File: config.mk
export PLATFORM = sky130hd
export DESIGN_NAME = register_file_sb
export DESIGN_NICKNAME = d
export VERILOG_FILES = /design/src/rtl/register_file_sb.sv
export SDC_FILE = /design/constraint.sdc
export NUM_CORES = 2
export LEC_CHECK = 0
export CAP_MARGIN = 10
export CORE_AREA = 2 2 326 328
export DETAILED_ROUTE_END_ITERATION = 12
export DIE_AREA = 0 0 328 330
export PLACE_DENSITY = 0.71
export SYNTH_ARGS = -nofsm -noshare
export SYNTH_HDL_FRONTEND = slang
export SYNTH_SLANG_ARGS = --single-unit
export TNS_END_PERCENT = 30
File: constraint.sdc
create_clock -name clk -period 66.9 [get_ports clk]
set_input_delay 13.38 -clock clk [delete_from_list [all_inputs] [get_ports clk]]
set_output_delay 13.38 -clock clk [all_outputs]
set_load 0.02 [all_outputs]
File: src/rtl/register_file_sb.sv
// ---------------------------------------------------------------------------
// register_file_sb
// Decode-stage register file with two registered read ports, one write port,
// an optional hardwired-zero register 0 and a per-register pending scoreboard.
//
// Optional feature macro: REGFILE_BYPASS_EN
//   defined   : a read that collides with a same-cycle write captures WriteData,
//               and captures the post-edge pending bit for that register.
//   undefined : a colliding read captures the old contents and old pending bit.
// ---------------------------------------------------------------------------
module register_file_sb #(
    parameter int WIDTH   = 32,
    parameter int DEPTH   = 32,
    parameter int R0_ZERO = 1,
    localparam int AW     = $clog2(DEPTH)
) (
    input  logic             clk,
    input  logic             rst,
    input  logic             ReadEnable1,
    input  logic [AW-1:0]    ReadRegister1,
    input  logic             ReadEnable2,
    input  logic [AW-1:0]    ReadRegister2,
    input  logic             WriteEnable,
    input  logic [AW-1:0]    WriteRegister,
    input  logic [WIDTH-1:0] WriteData,
    input  logic             Reserve,
    input  logic [AW-1:0]    ReserveRegister,
    output logic [WIDTH-1:0] ReadData1,
    output logic [WIDTH-1:0] ReadData2,
    output logic             Pending1,
    output logic             Pending2,
    output logic             AnyPending
);

    // Register storage and scoreboard state
    logic [WIDTH-1:0] regs_q [DEPTH];
    logic [DEPTH-1:0] pend_q;
    logic [DEPTH-1:0] pend_d;
    logic [DEPTH-1:0] wr_hit;
    logic [DEPTH-1:0] res_hit;

    // Per-register write / reserve decode and storage
    for (genvar gi = 0; gi < DEPTH; gi++) begin : g_reg
        // Register 0 is inert when hardwired to zero: it never accepts a
        // write or a reservation, so its storage and pending bit stay 0.
        localparam bit IS_ZERO = (R0_ZERO != 0) && (gi == 0);

        assign wr_hit[gi]  = WriteEnable && (WriteRegister   == AW'(gi)) && !IS_ZERO;
        assign res_hit[gi] = Reserve     && (ReserveRegister == AW'(gi)) && !IS_ZERO;

        // A reservation wins over a clearing write in the same cycle
        assign pend_d[gi] = res_hit[gi] | (pend_q[gi] & ~wr_hit[gi]);

        // Capture write data into this register
        always_ff @(posedge clk or posedge rst) begin
            if (rst) begin
                regs_q[gi] <= '0;
            end else if (wr_hit[gi]) begin
                regs_q[gi] <= WriteData;
            end
        end
    end

    // Scoreboard update for all registers at once
    always_ff @(posedge clk or posedge rst) begin
        if (rst) begin
            pend_q <= '0;
        end else begin
            pend_q <= pend_d;
        end
    end

    assign AnyPending = |pend_q;

    // Read ports: gather the two ports into arrays so one generate body serves both
    logic             rd_en   [2];
    logic [AW-1:0]    rd_addr [2];

    assign rd_en[0]   = ReadEnable1;
    assign rd_en[1]   = ReadEnable2;
    assign rd_addr[0] = ReadRegister1;
    assign rd_addr[1] = ReadRegister2;

    for (genvar gi = 0; gi < 2; gi++) begin : g_rd
        logic [WIDTH-1:0] data_d;
        logic [WIDTH-1:0] data_q;
        logic             pend_rd_d;
        logic             pend_rd_q;

        // Select what this port would capture at the coming edge
        always_comb begin
            data_d    = regs_q[rd_addr[gi]];
            pend_rd_d = pend_q[rd_addr[gi]];
`ifdef REGFILE_BYPASS_EN
            // Forward the in-flight write; pending reflects the post-edge state,
            // which is 0 unless a same-cycle reservation targets this register.
            if (WriteEnable && (WriteRegister == rd_addr[gi])) begin
                data_d    = WriteData;
                pend_rd_d = pend_d[rd_addr[gi]];
            end
`endif
            // Hardwired zero overrides any forwarding
            if ((R0_ZERO != 0) && (rd_addr[gi] == '0)) begin
                data_d    = '0;
                pend_rd_d = 1'b0;
            end
        end

        // Capture on enable, otherwise hold
        always_ff @(posedge clk or posedge rst) begin
            if (rst) begin
                data_q    <= '0;
                pend_rd_q <= 1'b0;
            end else if (rd_en[gi]) begin
                data_q    <= data_d;
                pend_rd_q <= pend_rd_d;
            end
        end
    end

    assign ReadData1 = g_rd[0].data_q;
    assign ReadData2 = g_rd[1].data_q;
    assign Pending1  = g_rd[0].pend_rd_q;
    assign Pending2  = g_rd[1].pend_rd_q;

endmodule
### Yosys cells after proc, flatten, opt, wreduce, memory -nomap -nowiden

Cells that the tools add are included.

| storage, ports and cells | value |
|---|---|
| register bits | 1089 |
| bits of input ports | 58 |
| output and inout bits | 67 |
| logic and storage cells | 276 |

| operators by class | value |
|---|---|
| $lt $le $gt $ge | 4 |
| eq/ne operators | 62 |
| multiplexer cells | 14 |
| bitwise gates (word level) | 95 |
| reduce and logical (&&, ||, !) cells | 65 |

Operators with widths:

| cell | number |
|---|---|
| $bmux 32 s5 | 2 |
| $mux 32 | 6 |
| $eq 5x5->1 const B | 32 |
| $eq 5x4->1 const B | 16 |
| $logic_and 1x1->1 | 62 |
| $eq 5x3->1 const B | 8 |
| $and 1x1->1 | 31 |
| $not 1->1 | 31 |
| $or 1x1->1 | 31 |
| $reduce_or 31->1 | 1 |
| $eq 5x2->1 const B | 4 |
| $ge 6x6->1 const B | 2 |
| $lt 5x6->1 const B | 2 |
| $not 5->6 | 2 |
| $bmux 1 s5 | 2 |
| $eq 5x1->1 const B | 2 |
| $logic_not 5->1 | 2 |
| $mux 1 | 4 |

### Longest topological paths before layout

| logic depth | value |
|---|---|
| word-level depth | 5 |
| depth in mapped cells | 10 |

### Worst setup path before layout

No wires, ideal clock.

| timing path | value |
|---|---|
| path type | input to register |
| from | input ReadRegister1[1] |
| to | register g_rd[0].data_q[28], in the netlist ReadData1[28] |
| data arrival time | 15.153 ns |
| setup slack | 51.621 ns |
| stages on the path | 6 |
| cell sequence | buf_2 -> buf_2 -> clkbuf_1 -> mux4_2 -> mux4_2 -> a221o_1 |

| between the ends | value |
|---|---|
| cells in the longest elaborated chain, start to end | 5 |

Ends and longest elaborated chain:

| element | RTL line | RTL |
|---|---|---|
| from (decl) | 20 | `input logic [AW-1:0] ReadRegister1,` |
| $not 5->6 (implied by the code) | 92 | `data_d = regs_q[rd_addr[gi]];` |
| $bmux 32 s5 | 92 |  |
| $mux 32 (implied by the code) (2 in a row) | 92 |  |
| $mux 32 (*) | 103 | `if ((R0_ZERO != 0) && (rd_addr[gi] == '0)) begin` |
| to (signal assigned) | 115 | `data_q <= data_d;` |
| to (decl) | 86 | `logic [WIDTH-1:0] data_q;` |

Every way passes the cells marked *; elsewhere a longest branch is shown, timed or not. The select of a mux whose other input is x is not followed.
A chain may end at the register's enable or synchronous reset.

==> qor.yml <==
global_routing:
  antenna_found_initial: 4
  grt_max_degree: 178
  grt.total_usage: 0.322
  grt_overflow: 0
  first_global_vias: 37195
  grt_pass1_wl_um: 254000
critical_path:
  crit_path_start_kind: "input port"
  worstPathArrival_ns: 17.33
  reg2reg_to: "ReadData1[13]$_DFFE_PP0P_"
  worstSetupPathType: "input port to async pin"
  critPathRequiredTime_ns: 67.56
  worstRegToRegCells: 4
  crit_path_end_kind: "async pin"
  path_max_fanout: 132
  r2r_setup_slack_ns: 64.92
  rr_startpoint: "regs_q[589]$_DFFE_PP0P_"
clock_tree:
  cts_max_level: 3
  cts_setup_buffers: 0
  insertion_delay_ns: 0.70
  numCtsBuffers: 114
  ctsHoldBuffers: 0
  cts_tree: "done"
  clock_sinks: 1089
  clk_pin_slew_ns: 0.06
  ctsResizeCount: 0
  cts-root-buf: "clkbuf_16"
  clk_path_buf_depth: 3
floorplan:
  start_util: 0.546
  num_rows: 119
  die-area_um2: 108000
  core-area_um2: 105000
  die_y_um: 330
  die_w_um: 328
  ios: 125
timing:
  min_period_ns: 16.67
  layout_setup_ws_ns: 50.23
  setup_tns_ns: 0
  max_freq_ghz: 0.0600
  max_slew.worst_pin.slew_ns: 1.21
  min_period_over_period: 0.249
  setup_viol: 0
  rsz0062_at_grt: "false"
  skew_ns: 0.0231
  slew_viol_final: 0
  whs_ns: 0.517
  hold_viol_final: 0
  slew_headroom: 0.190
synthesis:
  yosys_warnings: 0
  synth_cell_types: 49
  ys_ff_latch: 1089
  synth_edf_count: 0
  synth_nets: 3790
  synth_ff_type: "dfrtp_1"
  syn_area_per_cell_um2: 15.3
  synth_area_um2: 57200
  synthCells: 3732
  async_flop_share: 1.00
  ys_seq_area_frac: 0.477
placed_design:
  dp.cells: 4924
  place_ws_ns: 49.35
  post_dp_cell_area_um2: 59300
  routabilityCongestion: 0.829
  numPortBuffers: 124
  place_hpwl_um: 94300
power_and_ir_drop:
  power_density_nw_per_um2: 30.9
  p_total_mw: 1.95
  p_leak_nw: 27.0
  ir_drop_mv: 0.0266
status:
  outcome: "finished, final reports clean"
min_path:
  hp-start: "ReadData1[13]$_DFFE_PP0P_"
  whs_path_depth: 1
  worstHoldPathType: "flip-flop to flip-flop"
  min_to: "ReadData1[13]$_DFFE_PP0P_"
drt:
  ant_nets: 0
  dr.pass1.iters: 8
  num_vias: 36226
  wire_per_inst_um: 33.5
  wirelength_um: 172000
  viasPerCell: 7.06
  drcViolationCount: 0
  dr.first_iter.drc_count: 3623
finish:
  areaGrowthSynthToFinish_pct: 10.4
  drive_gt1_frac: 0.502
  nNetsFinal: 3707
  fin_util: 0.603
  postLayoutCellArea_um2: 63100
  instances_no_fill: 5129
flow_run:
  maxCapViolCount: 0
==> where the power goes <==
| group | leakage, nW | total, mW | internal (mW) | switching [mW] |
|---|---|---|---|---|
| combinational | 11.1 | 0.400 | 0.245 | 0.154 |
| sequential | 13.9 | 0.892 | 0.789 | 0.102 |
| clock | 1.92 | 0.657 | 0.388 | 0.269 |
==> registers in the layout, summed over array words and instances (netlist names) <==
name	flops
pend_q	31
regs_q	992
ReadData1	32
ReadData2	32
Pending1	1
Pending2	1
==> worst max-delay path, stage by stage <==
cell and delay [ns]:
clkdlybuf4s50_1 0.49, inv_8 0.69, buf_4 0.86, buf_4 0.79, buf_4 0.89
==> kinds of logic (layout without fill, tap and decap cells) <==
kind of cell           Yosys count  after routing  synth area share
muxes                         1705           1705             0.430
DFF                           1089           1089             0.477
buffers and inverters          417            422            0.0321
AOI/OAI and AO/OA              291            291            0.0417
and+or+nand+nor                230            230            0.0200
other                            0              1                 0
==> area by class of cell <==
type,instances,area [µm²]
fillers,7946,41500
multi-input cells,2226,28300
flip-flops and latches,1089,27300
clock buffers,161,3350
repair buffers,203,1940
well taps,1391,1740
clock inverters,43,507
inverters,15,63.8
diodes,1,2.50
==> worst max path at each step <==
stage	from	end	slack, ns	cells past startpoint
2_1_floorplan	rst	Pending1$_DFFE_PP0P_	22.86	1
3_3_place_gp	rst	regs_q[590]$_DFFE_PP0P_	49.37	5
3_5_place_dp	rst	regs_q[590]$_DFFE_PP0P_	49.35	5
4_1_cts	rst	regs_q[590]$_DFFE_PP0P_	50.10	5
5_1_grt	rst	regs_q[622]$_DFFE_PP0P_	49.68	5
6_report	rst	regs_q[590]$_DFFE_PP0P_	50.23	5
==> layer usage <==
layer / GRT usage / part of all wire / vias up
li1: - / - / 14419
met1: 0.433 / 0.39 / 19657
met2: 0.520 / 0.48 / 1696
met3: 0.0621 / 0.078 / 448
met4: 0.129 / 0.046 / 6
met5: 0 / 0.00020 / -
==> cells in the mapped netlist, drive strengths merged, types with 7 or more instances <==
cell	n	share of area
dfrtp	1089	0.48
mux2	1081	0.21
mux4	491	0.19
clkbuf	226	0.015
buf	176	0.016
mux2i	133	0.023
nor2	83	0.0054
a221o	55	0.0096
a221oi	53	0.0081
nor2b	36	0.0039
nand2	34	0.0022
a2111oi	31	0.0047
a22o	29	0.0044
a22oi	27	0.0035
o21ai	27	0.0024
o32ai	17	0.0026
a21oi	16	0.0014
nand2b	16	0.0018
inv	14	0.00092
nor3	12	0.0011
nor4	9	0.0011
nand3	8	0.00070
a31oi	7	0.00077
a32o	7	0.0012
nand4	7	0.00077
==> layout by cell type (no fill, tap or decap), types with 4 or more instances in the layout <==
cell type        Yosys  final
a221oi_1            53     53
inv_1               14     12
buf_12               0      7
mux2i_1            133    133
nor4_1               8      8
o32ai_1             17     17
nor3_1              12     10
a22oi_1             27     27
bufinv_16            0     11
nand4_1              7      7
o211ai_1             6      6
a31oi_1              7      7
clkbuf_1           226     21
mux4_2             491    491
buf_4               17     74
a21oi_1             16     16
dfrtp_1           1089   1089
nor2_4               0     15
a221o_1             55     55
o22ai_1              6      6
o21ai_0             27     27
a22o_1              29     29
nand2b_1            16     15
a32o_1               7      7
nand2_1             34     26
nand2_2              0      8
mux2_1              10     10
clkbuf_16            0    119
buf_8                0      4
clkinv_2             0     27
nand3_1              8      4
mux2_2            1071   1071
nor2_1              83     67
o31ai_1              6      6
clkdlybuf4s50_1      0    115
a2111oi_0           31     31
nor2b_1             36     34
clkbuf_8             0     22
Power figures use the tool's default switching activity.
